<file path="src/rtl/nn_pkg.sv">
// Shared definitions for the neuron-array activation blocks: one-hot helper,
// default requester count with its pointer width, and the statistics counter width.
package nn_pkg;

  localparam int unsigned NUM_REQ  = 4;
  localparam int unsigned RR_PTR_W = $clog2(NUM_REQ);
  localparam int unsigned STAT_W   = 16;
  localparam int unsigned MAX_REQ  = 16;

  // Out-of-range ids yield an all-zero vector rather than aliasing onto a low bit.
  function automatic logic [MAX_REQ-1:0] onehot(input int unsigned id, input int unsigned n);
    logic [MAX_REQ-1:0] v;
    v = '0;
    if (id < n && id < MAX_REQ) v[id[3:0]] = 1'b1;
    return v;
  endfunction

endpackage

</file>
<file path="src/rtl/rr_arbiter.sv">
// Combinational round-robin pick: first set request at or above ptr_i (with wrap).
// Zero latency; grants nothing while en_i is low.
module rr_arbiter #(
  parameter int unsigned N  = 4,
  parameter int unsigned PW = 2
) (
  input  logic [N-1:0]  req_i,
  input  logic [PW-1:0] ptr_i,
  input  logic          en_i,
  output logic [N-1:0]  gnt_o,
  output logic [PW-1:0] idx_o,
  output logic          vld_o
);

  logic [PW-1:0] cand;

  always_comb begin
    gnt_o = '0;
    idx_o = '0;
    vld_o = 1'b0;
    cand  = '0;
    if (en_i) begin
      for (int k = 0; k < int'(N); k++) begin
        cand = PW'((int'(ptr_i) + k) % int'(N));
        if (!vld_o && req_i[cand]) begin
          vld_o = 1'b1;
          idx_o = cand;
        end
      end
      if (vld_o) gnt_o[idx_o] = 1'b1;
    end
  end

endmodule

</file>
<file path="src/rtl/sigmoid_lut_arbiter.sv">
// Shares one registered-address sigmoid ROM among numReq neurons; results return 2 edges after accept.
// Optional saturating grant/stall counters are built when SIGMOID_ARB_STATS_EN is defined.
module sigmoid_lut_arbiter
  import nn_pkg::*;
#(
  parameter int unsigned numReq    = 4,
  parameter int unsigned inWidth   = 10,
  parameter int unsigned dataWidth = 16
) (
  input  logic                      clk,
  input  logic                      rst,
  input  logic                      en,
  input  logic [numReq-1:0]         req_valid,
  input  logic [numReq*inWidth-1:0] req_x,
  output logic [numReq-1:0]         req_ready,
  output logic [inWidth-1:0]        rom_x,
  input  logic [dataWidth-1:0]      rom_out,
  output logic [numReq-1:0]         res_valid,
  output logic [dataWidth-1:0]      res_data,
  output logic                      busy
`ifdef SIGMOID_ARB_STATS_EN
  ,
  output logic [numReq*STAT_W-1:0]  stat_grants,
  output logic [STAT_W-1:0]         stat_stall
`endif
);

  localparam int unsigned PtrW = (numReq > 1) ? $clog2(numReq) : 1;

  logic [PtrW-1:0]      rr_ptr_q, rr_ptr_d;
  logic [PtrW-1:0]      win_idx;
  logic                 win_vld;
  logic [inWidth-1:0]   win_x;
  logic [inWidth-1:0]   rom_x_q;
  logic                 t1_valid_q;
  logic [PtrW-1:0]      t1_id_q, t1_id_d;
  logic [numReq-1:0]    res_valid_q, res_valid_d;
  logic [dataWidth-1:0] res_data_q, res_data_d;

  rr_arbiter #(.N(numReq), .PW(PtrW)) u_arb (
    .req_i (req_valid),
    .ptr_i (rr_ptr_q),
    .en_i  (en),
    .gnt_o (req_ready),
    .idx_o (win_idx),
    .vld_o (win_vld)
  );

  always_comb begin
    win_x = '0;
    for (int i = 0; i < int'(numReq); i++) begin
      if (req_ready[i]) win_x = req_x[i*inWidth +: inWidth];
    end
  end

  // The ROM samples rom_x every edge, so an idle cycle must keep presenting the last address.
  assign rom_x = win_vld ? win_x : rom_x_q;

  always_comb begin
    rr_ptr_d    = rr_ptr_q;
    t1_id_d     = t1_id_q;
    res_valid_d = '0;
    res_data_d  = res_data_q;
    if (win_vld) begin
      rr_ptr_d = (win_idx == PtrW'(numReq - 1)) ? '0 : win_idx + PtrW'(1);
      t1_id_d  = win_idx;
    end
    if (t1_valid_q) begin
      res_valid_d = numReq'(onehot(32'(t1_id_q), numReq));
      res_data_d  = rom_out;
    end
  end

  always_ff @(posedge clk or posedge rst) begin
    if (rst) begin
      rr_ptr_q    <= '0;
      rom_x_q     <= '0;
      t1_valid_q  <= 1'b0;
      t1_id_q     <= '0;
      res_valid_q <= '0;
      res_data_q  <= '0;
    end else begin
      rr_ptr_q    <= rr_ptr_d;
      rom_x_q     <= rom_x;
      t1_valid_q  <= win_vld;
      t1_id_q     <= t1_id_d;
      res_valid_q <= res_valid_d;
      res_data_q  <= res_data_d;
    end
  end

  assign res_valid = res_valid_q;
  assign res_data  = res_data_q;
  assign busy      = t1_valid_q | (|res_valid_q);

`ifdef SIGMOID_ARB_STATS_EN
  logic [STAT_W-1:0] grant_cnt_q [numReq];
  logic [STAT_W-1:0] stall_cnt_q;

  always_ff @(posedge clk or posedge rst) begin
    if (rst) begin
      for (int i = 0; i < int'(numReq); i++) grant_cnt_q[i] <= '0;
      stall_cnt_q <= '0;
    end else begin
      for (int i = 0; i < int'(numReq); i++) begin
        if (req_ready[i] && grant_cnt_q[i] != '1) grant_cnt_q[i] <= grant_cnt_q[i] + STAT_W'(1);
      end
      if ((|req_valid) && !en && stall_cnt_q != '1) stall_cnt_q <= stall_cnt_q + STAT_W'(1);
    end
  end

  always_comb begin
    stat_grants = '0;
    for (int i = 0; i < int'(numReq); i++) stat_grants[i*STAT_W +: STAT_W] = grant_cnt_q[i];
  end

  assign stat_stall = stall_cnt_q;
`endif

endmodule

</file>
<file path="config.mk">
export PLATFORM = sky130hd
export DESIGN_NAME = sigmoid_lut_arbiter
export DESIGN_NICKNAME = d
export VERILOG_FILES = /design/src/rtl/nn_pkg.sv /design/src/rtl/rr_arbiter.sv /design/src/rtl/sigmoid_lut_arbiter.sv
export SDC_FILE = /design/constraint.sdc
export NUM_CORES = 1
export LEC_CHECK = 0
export BUFFER_PORTS_ARGS = -buffer_cell sky130_fd_sc_hd__buf_2
export CORE_ASPECT_RATIO = 0.9
export CORE_MARGIN = 2
export CORE_UTILIZATION = 44
export DETAILED_ROUTE_END_ITERATION = 12
export PLACE_DENSITY = 0.79
export REMOVE_ABC_BUFFERS = 1
export SLEW_MARGIN = 30
export SYNTH_ARGS = -nofsm -noshare
export SYNTH_HDL_FRONTEND = slang
export SYNTH_HIERARCHICAL = 1
export SYNTH_SLANG_ARGS = --single-unit
</file>
<file path="constraint.sdc">
create_clock -name clk -period 2.4 [get_ports clk]
set_clock_uncertainty 0.1 [all_clocks]
set_input_delay 0.12 -clock clk [delete_from_list [all_inputs] [get_ports clk]]
set_output_delay 0.12 -clock clk [all_outputs]
set_load 0.02 [all_outputs]
</file>
Word level (Yosys, flattened, before mapping)
Index checks and enable logic that the tools add are counted.
{"block": "word_totals", "inputBits": 63, "ff_bits": 35, "word_cells": 65, "output_inout_bits": 35}
{"block": "classes", "eq_ne": 1, "n_bitwise": 1, "order_cmp": 8, "n_mux": 36, "add_sub_neg": 4, "n_reduce_logical": 9}
{"cell": "10-bit 2-to-1 mux", "n": 5}
{"cell": "2-bit by 3-bit < comparator with 1-bit output, second input constant", "n": 5}
{"cell": "1-bit 2-to-1 mux", "n": 15}
{"cell": "2-bit 2-to-1 mux", "n": 7}
{"cell": "4-bit 2-to-1 mux", "n": 3}
{"cell": "1-bit binary-select mux with 2-bit select", "n": 4}
{"cell": "1-bit logical AND", "n": 5}
{"cell": "2-bit by 5-bit < comparator with 1-bit output, second input constant", "n": 1}
{"cell": "2-bit by 1-bit adder with 2-bit output, second input constant", "n": 2}
{"cell": "2-bit adder, second input constant", "n": 2}
{"cell": "1-bit demux with 2-bit select", "n": 2}
{"cell": "2-bit by 1-bit greater-or-equal comparator with 1-bit output, second input constant", "n": 2}
{"cell": "4-bit OR reduction", "n": 1}
{"cell": "1-bit zero test", "n": 3}
{"cell": "2-bit == test, second input constant", "n": 1}
{"cell": "1-bit bitwise OR", "n": 1}

Longest topological paths before layout
{"block": "depth", "depth_word": 27, "depth_mapped": 7, "depth_no_buf": 7}

By module
The synthesis kept the hierarchy.
{"module": "sigmoid_lut_arbiter", "area_each_um2": 1621.6, "instances": 1, "cells_per_inst": 128, "seq_area_each_um2": 875.8}
{"module": "rr_arbiter", "area_each_um2": 146.4, "instances": 1, "cells_per_inst": 18, "seq_area_each_um2": 0.0}

Worst setup path before layout
No wires, ideal clock.
{"block": "synth_timing", "kind": "register to register", "startpoint": "reg rr_ptr_q[1]", "endpoint": "reg rom_x_q[0]", "period_less_slack_ns": 2.645, "setup_time_ns": 0.136, "path_stages_with_launch": 8, "n_path_buf": 1, "t_arrival_ns": 2.409, "slack_ns": -0.245, "required_time_ns": 2.164, "cell_sequence": "dfrtp_1 -> nand2b_1 -> a21o_1 -> o221ai_2 -> nor3b_1 -> buf_2 -> nand2_1 -> a41oi_2"}
{"block": "synth_via", "word_cells_on_any_way": 43, "classes_between": "add/sub (3); order compare (2); mux (31); reduce/logical (7)"}
{"item": "start: declaration", "line": "sigmoid_lut_arbiter.sv:30", "text": "logic [PtrW-1:0] rr_ptr_q, rr_ptr_d;"}
{"item": "start signal: assignment", "line": "sigmoid_lut_arbiter.sv:83", "text": "rr_ptr_q <= rr_ptr_d;"}
{"item": "1-bit binary-select mux with 2-bit select", "line": "rr_arbiter.sv:25", "text": "if (!vld_o && req_i[cand]) begin"}
{"item": "1-bit 2-to-1 mux (implied by the code)", "line": "rr_arbiter.sv:25"}
{"item": "1-bit 2-to-1 mux", "line": "rr_arbiter.sv:25"}
{"item": "1-bit 2-to-1 mux", "line": "rr_arbiter.sv:22", "text": "if (en_i) begin"}
{"item": "1-bit zero test", "line": "rr_arbiter.sv:25"}
{"item": "1-bit logical AND", "line": "rr_arbiter.sv:25"}
{"item": "1-bit 2-to-1 mux", "line": "rr_arbiter.sv:25"}
{"item": "1-bit 2-to-1 mux", "line": "rr_arbiter.sv:22"}
{"item": "[... 10 more ...]"}
{"item": "1-bit 2-to-1 mux (implied by the code)", "line": "rr_arbiter.sv:30", "text": "if (vld_o) gnt_o[idx_o] = 1'b1;"}
{"item": "1-bit demux with 2-bit select"}
{"item": "4-bit 2-to-1 mux (*)", "line": "rr_arbiter.sv:30"}
{"item": "4-bit 2-to-1 mux (*)", "line": "rr_arbiter.sv:22"}
{"item": "via req_ready[2]", "line": "sigmoid_lut_arbiter.sv:15", "text": "output logic [numReq-1:0] req_ready,"}
{"item": "10-bit 2-to-1 mux (*) (2 in series)", "line": "sigmoid_lut_arbiter.sv:52", "text": "if (req_ready[i]) win_x = req_x[i*inWidth +: inWidth];"}
{"item": "10-bit 2-to-1 mux (*)", "line": "sigmoid_lut_arbiter.sv:57", "text": "assign rom_x = win_vld ? win_x : rom_x_q;"}
{"item": "via rom_x[0]", "line": "sigmoid_lut_arbiter.sv:16", "text": "output logic [inWidth-1:0] rom_x,"}
{"item": "end signal: assignment", "line": "sigmoid_lut_arbiter.sv:84", "text": "rom_x_q <= rom_x;"}
{"item": "end: declaration", "line": "sigmoid_lut_arbiter.sv:34", "text": "logic [inWidth-1:0] rom_x_q;"}
Mark *: on every way through the listed nets, which the timed path passes. The rest lies on a longest branch. The select of a mux whose other input is x is not followed.
A chain may end at the register's enable or synchronous reset.

Final worst setup path
{"block": "layout_timing", "startpoint": "reg rr_ptr_q[1]", "endpoint": "out rom_x[3]"}
{"block": "layout_via", "elab_chain_cells": 27, "word_cells_on_any_way": 43, "classes_between": "add/sub (3); order compare (2); mux (31); reduce/logical (7)"}
{"item": "1-bit binary-select mux with 2-bit select", "line": "rr_arbiter.sv:25"}
{"item": "1-bit 2-to-1 mux (implied by the code)", "line": "rr_arbiter.sv:25"}
{"item": "1-bit 2-to-1 mux", "line": "rr_arbiter.sv:25"}
{"item": "1-bit 2-to-1 mux", "line": "rr_arbiter.sv:22"}
{"item": "1-bit zero test", "line": "rr_arbiter.sv:25"}
{"item": "1-bit logical AND", "line": "rr_arbiter.sv:25"}
{"item": "1-bit 2-to-1 mux", "line": "rr_arbiter.sv:25"}
{"item": "1-bit 2-to-1 mux", "line": "rr_arbiter.sv:22"}
{"item": "[... 8 more ...]"}
{"item": "2-bit by 3-bit < comparator with 1-bit output (implied by the code) or 2-bit by 1-bit greater-or-equal comparator with 1-bit output (tied branches)", "line": "rr_arbiter.sv:30"}
{"item": "1-bit logical AND (implied by the code)", "line": "rr_arbiter.sv:30"}
{"item": "1-bit 2-to-1 mux (implied by the code)", "line": "rr_arbiter.sv:30"}
{"item": "1-bit demux with 2-bit select"}
{"item": "4-bit 2-to-1 mux", "line": "rr_arbiter.sv:30"}
{"item": "4-bit 2-to-1 mux", "line": "rr_arbiter.sv:22"}
{"item": "10-bit 2-to-1 mux (4 in series)", "line": "sigmoid_lut_arbiter.sv:52"}
{"item": "10-bit 2-to-1 mux (*)", "line": "sigmoid_lut_arbiter.sv:57"}
{"item": "end: declaration", "line": "sigmoid_lut_arbiter.sv:16"}
Every way passes the cells marked *; elsewhere a longest branch is shown, timed or not. The select of a mux whose other input is x is not followed.

==> results.txt <==
Commonest cells in the netlist: 35 x dfrtp_1, 24 x nand2_1, 16 x mux2_2
Post-DP HPWL: 3451 um
Final worst slack: -0.1514 ns
Mapped Area: 0.001768 mm2
Area delta synth->final: 54.49%
Tot GR Track Use: 0.2182
Number of synthesized register bits: 35
Crit-path cells: a21oi_1 -> o21a_1 -> o22ai_4 -> and3_4 -> nor3b_4 -> buf_12 -> nand2_1 -> a41oi_2 -> buf_4
Hold path endpoint: rom_x_q[6]
F_max: 0.3919 GHz
FF-to-FF setup slack: 0.24 ns
Port bufs: 97
Via density: 5.193
Clock root buffer: clkbuf_8
Slowest-stage cell, CP: dfrtp_2
Ys async rst share: 1.000
Hold Path Depth: 3
Top flip-flop cell by instance count after synthesis: dfrtp_1
Power per Cell Area: 681.4 mW/mm2
Final-report max-slew violation count: 0
Largest net degree at the start of global routing: 36
Share of cells above drive strength 1: 0.5745
Overflow after GRT: 0
Yosys top cell by area: dfrtp_1
Total Power: 0.001861 W
CP Capture Type: output pin
Final period utilization: 1.063
Leakage: 1.276 nW
H-tree depth: 2
Outcome: complete, but fails checks
DR iter-0 viols: 61
Routed len/inst: 15.55 um
CTS tree: yes
Final net count: 338
Multi-input gate area: 887.1 um2
Final ANT Viol Nets: 0
Number of global-route vias before repair: 1,631
WP data required: 2.18 ns
First-pass GRT wire length: 7700 um
Arrival @ worst endpoint: 2.33 ns
Clock Latency Late Sink: 0.28 ns
Post-synth EDFFs: 0
Post-synthesis sequential area ratio: 0.4954
Crit start category: flop
CTS Buf Count: 5
Filler cells: 276
Max_slew headroom: 0.5134
Reg2reg path depth: 9
Die footprint: 0.004542 mm2
Register Area: 877.1 um2
Hold WC Path Type: in -> reg
First-pass detailed-route iteration total: 4
Final worst hold slack: 0.05910 ns
Yosys top cell area share: 0.4954
R2R Path End: rom_x_q[3]
Synth area leaders: dfrtp_1 50%, mux2_2 10%, a41oi_2 9.2%, nand2_1 5.1%, nand3b_1 4.7%
RePlAce Congestion: 0.7836
Avg Inst Size Synth: 12.11 um2
Final hold vios: 0
CTS sink count: 35
Worst min-delay path startpoint: req_x[6]
Detailed Route WL: 4990 um
Worst-Margin Slew: 0.7300 ns
RSZ-0062 raised after global routing: true
ANT cells: 0
Max cap viols: 0
Row cnt: 21
Initial antenna violation count: 0
Setup violators final: 10
Syn. warnings: 6
Placeable Area: 0.003784 mm2
Gate Count Post-Synth: 146
Critical path peak fanout: 10
Max stage delay on crit path: 0.40 ns
RR Startpoint: rr_ptr_q[1]
VDD IR-drop max: 0.4616 mV
WS Path Type: reg -> out
CTS max path bufs: 2
Chip Width: 70.82 um
DR vias: 1,667
Most common cell in the synthesized netlist: dfrtp_1
Pre-CTS setup slack: -0.02042 ns
IO Pins: 98
Initial Utilization: 0.4673
Violated checks: setup timing
Reg clk slew, reported paths: 0.07 ns
Count of cell types in the netlist: 31
Chip Height: 64.14 um
Crit path time final: 2.551 ns
Fin Setup TNS: -1.264 ns
Residual DRC count: 0
[per-layer routing]
layer / track usage / up-vias / wire [um]
met5: 0 / - / 0
met2: 0.3914 / 46 / 2704
met1: 0.2673 / 819 / 2041
met3: 0.03312 / 9 / 178
li1: - / 793 / -
met4: 0.07311 / 0 / 65
[layout make-up]
type / instances / area share
flip-flops and latches: 35 / 0.3211
clock inverters: 2 / 0.004581
inverters: 3 / 0.004123
well taps: 46 / 0.02107
multi-input cells: 100 / 0.3248
clock buffers: 6 / 0.02657
repair buffers: 129 / 0.2978
[repair_timing]
| item | 4_1_cts | 5_1_grt |
|---|---|---|
| buffers inserted | 4 | 4 |
| gates resized for setup | 21 | 1 |
| hold buffers | 17 | 0 |
| pin swaps | 0 | 3 |
| endpoints found under the hold margin | 51 | 0 |
| endpoints found under the setup margin | 10 | 10 |
[sequential cells by signal, summed over array words and instances (netlist names)]
register    count
res_data       16
res_valid       4
rom_x_q        10
rr_ptr_q        2
t1_id_q         2
t1_valid_q      1
[cell families (layout without fill, tap and decap cells)]
group	after synthesis	count (layout)	share of synthesized area
multiplexers	21	21	0.1330
adder cells (fa/ha/maj)	1	1	0.007076
flip-flops	35	35	0.4954
AO/OA/AOI/OAI	27	27	0.1720
buffers and inverters	11	140	0.03326
AND/OR/NAND/NOR	51	51	0.1592
[how the worst max path moves through the flow]
stage                            from         end  cells after the start
after floorplan           rr_ptr_q[1]  rom_x_q[0]                      7
after global routing      rr_ptr_q[1]    rom_x[2]                      9
after global placement    rr_ptr_q[1]    rom_x[4]                      7
final                     rr_ptr_q[1]    rom_x[3]                      9
after detailed placement  rr_ptr_q[1]    rom_x[5]                      8
after CTS                 rr_ptr_q[1]    rom_x[5]                      9
[power breakdown]
group          total [W]  switching (W)  internal, W
registers       0.000736      0.0000533     0.000683
logic           0.000715       0.000372     0.000342
clock network   0.000411       0.000208     0.000203
total            0.00186       0.000634      0.00123
[critical path: cells and delay by family (launching register included)]
| family | cells | cell delay [ns] |
|---|---|---|
| AOI/OAI and AO/OA | 4 | 0.80 |
| buffers and inverters | 2 | 0.33 |
| DFF | 1 | 0.40 |
| and+or+nand+nor | 3 | 0.51 |
[stage by stage]
step                cell area (um2)  utilization  cells
CTS                            2695       0.7123    317
global route                   2731       0.7219    321
global placement               2321       0.6134    288
finish                         2731       0.7219    321
floorplan                      1720            -    138
detailed placement             2323       0.6141    288
[placed cells by master, fill, tap and decap left out, types with 3 or more instances in the layout]
cell,count
mux2_1,4
buf_4,22
nor2_1,5
mux2_2,16
nand2_1,22
dfrtp_1,34
a41oi_2,10
o22ai_1,9
nor3b_4,3
dlygate4sd3_1,17
clkbuf_8,5
buf_2,87
nand3b_1,11
Note: power is estimated with default switching activity, not from simulation.
